--- src/rtl/morse_player.sv ---
// Morse transmitter: replays a dot/line code word MSB-first as a timed lamp/buzzer signal,
// one code bit per UNIT_CYCLES clocks, after skipping the word's leading zeros.
module morse_player #(
  parameter int WIDTH       = 20,
  parameter int UNIT_CYCLES = 12500000
) (
  input  logic             clock,
  input  logic             resetn,
  input  logic             start,
  input  logic [WIDTH-1:0] code,
  output logic             signal_out,
  output logic             busy,
  output logic             done
);

  localparam int IDX_W = (WIDTH > 1) ? $clog2(WIDTH) : 1;
  localparam int CNT_W = $clog2(UNIT_CYCLES) + 1;
  localparam logic [IDX_W-1:0] IDX_LAST = IDX_W'(WIDTH - 1);
  localparam logic [CNT_W-1:0] CNT_LOAD = CNT_W'(UNIT_CYCLES - 1);

  typedef enum logic [1:0] {
    S_IDLE,
    S_SEEK,
    S_PLAY,
    S_DONE
  } state_t;

  state_t           state_q, state_d;
  logic [WIDTH-1:0] sr_q, sr_d;
  logic [IDX_W-1:0] idx_q, idx_d;
  logic [CNT_W-1:0] cnt_q, cnt_d;
  logic             signal_q, signal_d;
  logic             busy_q, busy_d;
  logic             done_q, done_d;

  always_ff @(posedge clock) begin
    if (!resetn) begin
      state_q  <= S_IDLE;
      sr_q     <= '0;
      idx_q    <= '0;
      cnt_q    <= '0;
      signal_q <= 1'b0;
      busy_q   <= 1'b0;
      done_q   <= 1'b0;
    end else begin
      state_q  <= state_d;
      sr_q     <= sr_d;
      idx_q    <= idx_d;
      cnt_q    <= cnt_d;
      signal_q <= signal_d;
      busy_q   <= busy_d;
      done_q   <= done_d;
    end
  end

  always_comb begin
    state_d  = state_q;
    sr_d     = sr_q;
    idx_d    = idx_q;
    cnt_d    = cnt_q;
    signal_d = signal_q;
    busy_d   = busy_q;
    done_d   = 1'b0;

    unique case (state_q)
      S_IDLE: begin
        signal_d = 1'b0;
        busy_d   = 1'b0;
        if (start) begin
          sr_d    = code;
          idx_d   = IDX_LAST;
          busy_d  = 1'b1;
          state_d = S_SEEK;
        end
      end

      S_SEEK: begin
        if (sr_q[WIDTH-1]) begin
          signal_d = 1'b1;
          cnt_d    = CNT_LOAD;
          state_d  = S_PLAY;
        end else if (idx_q == '0) begin
          busy_d  = 1'b0;
          done_d  = 1'b1;
          state_d = S_DONE;
        end else begin
          sr_d  = sr_q << 1;
          idx_d = idx_q - 1'b1;
        end
      end

      S_PLAY: begin
        if (cnt_q != '0) begin
          cnt_d = cnt_q - 1'b1;
        end else if (idx_q == '0) begin
          // last bit is the symbol's trailing 0, so the word ends with one off unit
          signal_d = 1'b0;
          busy_d   = 1'b0;
          done_d   = 1'b1;
          state_d  = S_DONE;
        end else begin
          sr_d     = sr_q << 1;
          idx_d    = idx_q - 1'b1;
          signal_d = sr_q[WIDTH-2];
          cnt_d    = CNT_LOAD;
        end
      end

      S_DONE: begin
        signal_d = 1'b0;
        busy_d   = 1'b0;
        state_d  = S_IDLE;
      end

      default: state_d = S_IDLE;
    endcase
  end

  assign signal_out = signal_q;
  assign busy       = busy_q;
  assign done       = done_q;

endmodule

--- config.mk ---
export PLATFORM = sky130hd
export DESIGN_NAME = morse_player
export DESIGN_NICKNAME = d
export VERILOG_FILES = /design/src/rtl/morse_player.sv
export SDC_FILE = /design/constraint.sdc
export NUM_CORES = 1
export LEC_CHECK = 0
export BUFFER_PORTS_ARGS = -buffer_cell sky130_fd_sc_hd__buf_2
export CAP_MARGIN = 30
export CORE_MARGIN = 1.5
export CORE_UTILIZATION = 60
export DETAILED_ROUTE_END_ITERATION = 10
export MAX_ROUTING_LAYER = met4
export PLACE_DENSITY = 0.81
export SYNTH_ARGS = -nofsm -noshare
export SYNTH_HDL_FRONTEND = slang
export SYNTH_SLANG_ARGS = --single-unit
--- constraint.sdc ---
create_clock -name clock -period 2.7 [get_ports clock]
set_clock_uncertainty 0.2 [all_clocks]
set_input_delay 0.27 -clock clock [delete_from_list [all_inputs] [get_ports clock]]
set_output_delay 0.27 -clock clock [all_outputs]
set_load 0.02 [all_outputs]
==> Word level (Yosys, flattened, before mapping) <==
Cells that the tools add are included.
{ "classes": {"add_sub_neg": 2, "mux": 33, "n_reduce_logical": 13, "n_eq_ne": 10} }
{ "op_table": {"columns": ["operator", "count"], "rows": [
  ["$mux W20", 5],
  ["$mux W25", 3],
  ["$pmux W20 S3", 1],
  ["$pmux W25 S2", 1],
  ["$reduce_bool A25 Y1", 1],
  ["$sub A25 B1 Y25 const B", 1],
  ["$mux W5", 4],
  ["$pmux W5 S3", 1],
  ["$ne A2 B2 Y1 const B", 6],
  ["$mux W1", 10],
  ["$mux W2", 4],
  ["$pmux W2 S4", 1],
  ["$reduce_and A4 Y1", 2],
  ["$reduce_and A2 Y1", 3],
  ["$reduce_and A6 Y1", 1],
  ["$logic_not A5 Y1", 1],
  ["$sub A5 B1 Y5 const B", 1],
  ["$eq A2 B2 Y1 const B", 2],
  ["$pmux W1 S4", 1],
  ["$ne A3 B3 Y1 const B", 1],
  ["$pmux W1 S3", 1],
  ["$reduce_and A3 Y1", 1],
  ["$reduce_bool A3 Y1", 1],
  ["$eq A2 B1 Y1 const B", 1],
  ["other kinds (4)", 4]
]} }
{ "word_totals": {"elab_cells": 66, "input_bits": 23, "ff_bits": 55, "output_inout_bits": 3} }

==> Longest topological paths before layout <==
Gate-level depths: netlist of run 1.
{ "logic_depth": {"ltp_word": 4, "depth_mapped": 10, "ltp_nobuf": 7} }

==> Least setup slack after synthesis of run 1 <==
Ideal clock, no wire load.
{ "synth_timing": {"path_kind": "register to register", "from": "register cnt_q[0]", "to": "register cnt_q[16]", "slack_ps": 498, "n_path_buf": 1, "setup_time_ps": 70, "arrival_time_ps": 1933, "path_stages_with_launch": 9, "t_required_ps": 2430, "synth_period_minus_slack_ps": 2202, "cell_sequence": "dfxtp_1 -> inv_1 -> ha_1 -> nor4b_4 -> nand3_2 -> buf_4 -> or3_1 -> or4_1 -> a21oi_1"} }
{ "synth_via": {"elab_chain_len": 3, "elab_cells_between_ends": 6, "classes_between": "add/sub: 1; eq/ne: 1; mux: 2; reduce/logical: 2"} }
{ "synth_rtl": {"columns": ["item", "line", "text"], "rows": [
  ["start: declaration", "31", "logic [CNT_W-1:0] cnt_q, cnt_d;"],
  ["start signal: assignment", "49", "cnt_q <= cnt_d;"],
  ["$sub A25 B1 Y25 / $reduce_bool A25 Y1 (equally long branches)", "94, 93", null],
  ["$mux W25 / $ne A3 B3 Y1 (equally long branches)", null, null],
  ["$pmux W25 S2 / $reduce_and A3 Y1 (equally long branches)", null, null]
]} }
Several ways; a longest one is shown, not always the timed one.
A chain may end at the register's enable or synchronous reset.

==> Worst setup path after layout of run 1 <==
{ "layout_timing": {"from": "register idx_q[0]", "to": "register cnt_q[19]"} }
{ "layout_via": {"elab_chain_len": 3} }
{ "layout_rtl": {"columns": ["item", "line", "text"], "rows": [
  ["start: declaration", "30", "logic [IDX_W-1:0] idx_q, idx_d;"],
  ["start signal: assignment", "48", "idx_q <= idx_d;"],
  ["$logic_not A5 Y1", "95", "end else if (idx_q == '0) begin"],
  ["$ne A3 B3 Y1 (no line)", null, null],
  ["$reduce_and A3 Y1 (no line)", null, null]
]} }
Every way passes these cells.

==> results.cfg, run 1 <==
[placed_design]
placed_cell_area_um2 = 3330
gp_congestion = 0.894
io_buffers = 25
dpl.hpwl_um = 4970

[yosys]
yosysWarnings = 0
synth_cell_types = 59
syn_nets = 391
ys_seq_area_frac = 0.355
synth_edf_count = 0
yosysTopAreaCell = dfxtp_1
synthFlopType = dfxtp_1
yosysTopAreaCellShare = 0.355
ys_ff_latch = 55
async_flop_share = 0
synth_area_um2 = 3100
syn_avg_cell_area_um2 = 8.59
syn_inst = 361
synthTopCellsByArea = dfxtp_1 36%, a21oi_1 6.6%, a311oi_1 5.9%, a22oi_1 4.6%, or4_1 2.9%

[sta]
slew_headroom = 0.482
setup_viol = 0
fin_crit_sh = 0.932
timing.fmax_mhz = 398
max_slew.worst_pin.slew_ns = 0.776
layout_min_cycle_time_ns = 2.52
slew_violations = 0
rsz0062_at_grt = no
tns_ns = 0
hold_violations = 0

[cells_and_area]
finish.utilization = 0.707
final_area_um2 = 3430
n_antenna_cell = 0
final_nets = 411
syn_to_final_growth_pct = 10.6
multi_input_area_um2 = 1830
n_fill_cell = 380
ff_latch_area_um2 = 1100
drive_above_1_share = 0.181

[clock_tree]
cts_tree = yes
clock_sinks = 55
postCtsSetupBuffers = 0
cts_hold_buf = 0
cts-root-buf = clkbuf_8
clkLatencyLatePin_ns = 0.31
numCtsBuffers = 5
cts_buffer_depth = 2
htreeDepth = 2
path_clk_slew_ns = 0.10

[floorplanning]
io_pins = 26
fp.dieW_um = 74.9
die-area_um2 = 5610
core.rowCount = 25
core_area_um2 = 4850
initial_core_util = 0.639
die-height_um = 74.9

[power_and_ir_drop]
power.leakage_nw = 1.28
power_frac_clock = 0.095
power_switching_mw = 2.40
ir_drop_v = 0.00103
power_density_nw_per_um2 = 1460
p_total_mw = 5.02
p_int_mw = 2.61
comb_power_share = 0.613
power_frac_seq = 0.292
netSwitchingFraction = 0.479

[critical_path]
worstPathRequired_ns = 2.74
start_kind = flop
arrival_ns = 2.56
rrSetupSlack_ns = 0.18
worst_setup_path_end_kind = flop
r2r_end = cnt_q[19]
cp-endpoint = cnt_q[19]
cp_max_fo = 11
reg2regPathDepth = 8
rr_startpoint = idx_q[0]
crit_start = idx_q[0]
path_class = reg2reg

[hold_path]
hp-class = in2reg

[global_routing]
gr-total-overflow = 0
antenna_found_initial = 0
grt_pass1_vias = 2681
grt_pass1_wl_um = 12400
grt_usage = 0.290
grt_max_degree = 38

[outcome]
status = finished clean

[job]
drv_cap = 0

[routing]
ant_nets = 0
vias = 2982
wl_per_cell_um = 16.1
routed_wl_um = 7250
post-route-drc-count = 0
post_drt_via_cell_ratio = 6.64
drt-pass1-iter-count = 5
drt_iter0_markers = 267
==> stage by stage <==
step	setup slack [ns]	instances	hold slack, ns
after floorplan	0.498	361	0.185
after global placement	0.166	441	0.241
after detailed placement	0.0999	441	0.250
after CTS	0.0948	449	0.0103
after global routing	0.00319	449	0.0221
final	0.185	449	0.0216
==> synth_stat cells (all sizes together), types with 3 or more instances <==
cell type / n
nand4: 4
a311oi: 21
o311ai: 7
nand3: 16
nor4: 7
nand2b: 10
ha: 7
dfxtp: 55
o221a: 3
a22oi: 19
nor2: 14
o31ai: 8
a21oi: 43
nor3: 9
or2: 3
o211ai: 6
nand2: 20
o21ai: 10
buf: 13
nand4b: 3
a211oi: 6
clkbuf: 14
and3: 3
or4: 12
inv: 14
or3: 7
==> registers in the layout, indices dropped and copies added, names as in the netlist <==
register / count
cnt_q: 25
sr_q: 20
done: 1
signal_out: 1
busy: 1
state_q: 2
idx_q: 5
==> cells in the final DEF, fill, tap and decap left out, types with 2 or more instances in the layout <==
| cell type | count |
|---|---|
| dfxtp_1 | 55 |
| a21oi_1 | 41 |
| buf_2 | 25 |
| a311oi_1 | 21 |
| nand2_1 | 19 |
| a22oi_1 | 19 |
| nand3_1 | 15 |
| nor2_1 | 14 |
| inv_1 | 13 |
| buf_4 | 13 |
| or4_1 | 12 |
| nand2b_1 | 10 |
| nor3_1 | 8 |
| o21ai_0 | 8 |
| or3_1 | 7 |
| o31ai_1 | 7 |
| ha_1 | 7 |
| o211ai_1 | 6 |
| a211oi_1 | 6 |
| o311ai_0 | 5 |
| clkbuf_8 | 5 |
| nor4_1 | 4 |
| nand4_1 | 4 |
| nor4_4 | 3 |
| and3_1 | 3 |
| nand4b_1 | 3 |
| o221a_2 | 3 |
| a31o_2 | 2 |
| o311ai_1 | 2 |
| a31oi_1 | 2 |
| nor2b_1 | 2 |
| a21oi_2 | 2 |
| mux2i_1 | 2 |
| o41ai_1 | 2 |
| or2_2 | 2 |
| buf_12 | 2 |
==> cell type report <==
type | instances | share of cell area
multi-input combinational | 265 | 0.534
sequential | 55 | 0.321
timing repair buffer | 40 | 0.0767
tap | 67 | 0.0245
clock buffer | 5 | 0.0201
inverter | 14 | 0.0153
clock inverter | 3 | 0.00803
==> logic make-up after synthesis <==
logic type                 after synthesis  share of synthesized area
AOI/OAI and AO/OA                      139                      0.315
muxes                                    3                     0.0101
DFF                                     55                      0.355
buffers and inverters                   41                     0.0569
and+or+nand+nor                        116                      0.234
adders and majority gates                7                     0.0283
==> power by group through the flow <==
stage / logic, mW / registers, mW / clock network [mW]
final: 3.08 / 1.46 / 0.477
after global routing: 3.43 / 1.51 / 0.523
after CTS: 3.04 / 1.46 / 0.492
after detailed placement: 3.01 / 1.47 / 0
after global placement: 2.94 / 1.46 / 0
after floorplan: 2.35 / 1.42 / 0
==> worst max-delay path: stages, from the launching register on <==
cell and delay [ns]:
dfxtp_1 0.35, inv_1 0.08, ha_1 0.20, or4b_1 0.51, nor2_1 0.14, and3_1 0.45
buf_4 0.25, o311ai_0 0.15, nand3_1 0.13
==> worst min path at each step <==
stage	to	start	slack, ns	depth (start not counted)
2_1_floorplan	state_q[1]	start	0.19	1
3_3_place_gp	cnt_q[24]	cnt_q[24]	0.24	2
3_5_place_dp	busy	busy	0.25	2
4_1_cts	state_q[1]	start	0.01	2
5_1_grt	state_q[1]	start	0.02	2
6_report	sr_q[0]	code[0]	0.02	3
==> repair_timing <==
action,in CTS,in global routing
resized for setup,0,2
endpoints found under the hold margin,0,0
endpoints found under the setup margin,0,10
==> layer usage <==
metal	part of all wire	global-route usage	vias to the layer above
li1	-	-	1471
met3	0.048	0.0509	13
met1	0.49	0.419	1409
met4	0.011	0.0788	0
met5	0	-	-
met2	0.45	0.415	89
Note: power is estimated with default switching activity, not from simulation.
==> run 2: changes to the inputs <==
- PLACE_DENSITY: 0.81 -> 0.88
- RECOVER_POWER: unset -> 25
==> run 2 against run 1 <==
  * Flip-flop and latch count unchanged
  * Non-clock buffer count unchanged
  * Count of clock-buffer cells in the layout unchanged
  * Utilization up 0.49 points
  * Critical endpoint is now cnt_q[24]
  * Largest power group unchanged
==> results.cfg, run 2 (synthesis results as in run 1) <==
[sta]
timing.fmax_mhz = 401
slew_violations = 0
max_slew.worst_pin.slew_ns = 0.725
rsz0062_at_grt = no
hold_violations = 0
fin_ws_ns = 0.206
slew_headroom = 0.516
setup_viol = 0
whs_ns = 0.0329
fin_crit_sh = 0.924
tns_ns = 0
layout_min_cycle_time_ns = 2.49

[global_routing]
gr-total-overflow = 0
use_met3 = 0.0402
grt.busiest_layer = met1
grt_usage = 0.292
antenna_found_initial = 0
gr-usage-met2 = 0.423
grt_pass1_vias = 2586
grt_pass1_wl_um = 12500
use_met1 = 0.433
grt_max_degree = 41

[critical_path]
path_class = reg2reg
reg2regPathDepth = 8
crit_chain = inv_1, ha_1, or4b_1, nor2_1, and3_1, buf_4, nor3_1, a211oi_1
worst_setup_path_end_kind = flop
worstPathRequired_ns = 2.71
r2r_end = cnt_q[24]
cp_max_fo = 16
start_kind = flop
crit_path_max_incr_delay_ns = 0.51
arrival_ns = 2.51
rrSetupSlack_ns = 0.21
cpMaxStageDelayCell = or4b_1
rr_startpoint = idx_q[0]

[clock_tree]
cts_buffer_depth = 2
clkLatencyLatePin_ns = 0.32
clock_sinks = 55
htreeDepth = 2
path_clk_slew_ns = 0.11
postCtsSetupBuffers = 0
cts-root-buf = clkbuf_8
numCtsBuffers = 5
cts_tree = yes

[routing]
ant_nets = 0
post-route-drc-count = 0
drt-pass1-iter-count = 6
drt_iter0_markers = 437
routed_wl_um = 7790
post_drt_via_cell_ratio = 6.86
wl_per_cell_um = 17.3
vias = 3082

[floorplanning]
core_area_um2 = 4850
initial_core_util = 0.639
die-height_um = 74.9
die-area_um2 = 5610
core.rowCount = 25
fp.dieW_um = 74.9
io_pins = 26

[cells_and_area]
drive_above_1_share = 0.170
largest-register = cnt_q
final_nets = 411
largestRegisters = cnt_q (25), sr_q (20), idx_q (5)
largest_reg_flops = 25
n_fill_cell = 387
fin_cells = 449
final_common_cell = dfxtp_1
n_antenna_cell = 0
syn_to_final_growth_pct = 11.3
layout_common_cells = 55 x dfxtp_1, 41 x a21oi_1, 22 x buf_2
final_area_um2 = 3450

[hold_path]
hold_path_end = sr_q[0]
hp-class = in2reg
hold_depth = 3
hold_path.startpoint = code[0]

[placed_design]
gp_congestion = 0.905
placedCellCount = 440
dp_slack_ns = 0.259
io_buffers = 25
dpl.hpwl_um = 5130
placed_cell_area_um2 = 3320

[power_and_ir_drop]
ir_drop_v = 0.000840
power.leakage_nw = 1.28
power_density_nw_per_um2 = 1510

[outcome]
status = finished clean

[job]
drv_cap = 0
[run 2: cell types whose count changed in the layout (fill, tap and decap cells not counted), sizes merged]
| cell | previous run | this run |
|---|---|---|
| buf | 40 | 34 |
| bufinv | 0 | 1 |
| clkbuf | 5 | 10 |
| clkinvlp | 1 | 0 |
| dlygate4sd3 | 0 | 1 |
[run 2: routing by layer]
layer  share of wire  vias up
met2            0.47      110
met4          0.0054        0
met3           0.059        5
met5               0        -
li1                -     1465
met1            0.46     1502
[run 2: worst max-delay path: cells and delay by family, from the launching register on]
| kind | cells | cell delay, ns |
|---|---|---|
| and+or+nand+nor | 4 | 1.02 |
| DFF | 1 | 0.36 |
| buffers and inverters | 2 | 0.32 |
| AOI/OAI and AO/OA | 1 | 0.29 |
| adders and majority gates | 1 | 0.19 |
[run 2: layout make-up]
type / instances / area, um^2 / area share
clock inverters: 3 / 50.0 / 0.0145
well taps: 67 / 83.8 / 0.0243
inverters: 14 / 52.6 / 0.0152
multi-input cells: 265 / 1840 / 0.533
repair buffers: 40 / 256 / 0.0743
clock buffers: 5 / 68.8 / 0.0199
flip-flops and latches: 55 / 1100 / 0.319
[run 2: how the worst max path moves through the flow]
| stage | cells past startpoint | end | slack [ns] | startpoint |
|---|---|---|---|---|
| 4_1_cts | 7 | cnt_q[13] | 0.18 | cnt_q[0] |
| 5_1_grt | 8 | sr_q[14] | 0.03 | cnt_q[0] |
| 2_1_floorplan | 8 | cnt_q[16] | 0.50 | cnt_q[0] |
| 6_report | 8 | cnt_q[24] | 0.21 | idx_q[0] |
| 3_3_place_gp | 8 | cnt_q[11] | 0.38 | idx_q[0] |
| 3_5_place_dp | 7 | cnt_q[13] | 0.26 | cnt_q[0] |
[run 2: stage by stage]
step,utilization,power (mW)
finish,0.712,5.20
global route,0.712,5.56
CTS,0.711,5.12
detailed placement,0.684,4.49
global placement,0.684,4.36
floorplan,-,3.77
[run 2: where the power goes]
group	internal (mW)	leakage [nW]	switching (mW)	total (mW)
Combinational	1.27	0.772	1.87	3.13
Clock	0.287	0.0607	0.297	0.583
Sequential	1.15	0.452	0.327	1.48
Total	2.71	1.28	2.49	5.20
[run 2: timing repair]
action                                  4_1_cts  5_1_grt
hold buffers                                  1        0
resized for setup                             0        2
hold endpoints to repair                      1        0
endpoints found under the setup margin        0        9
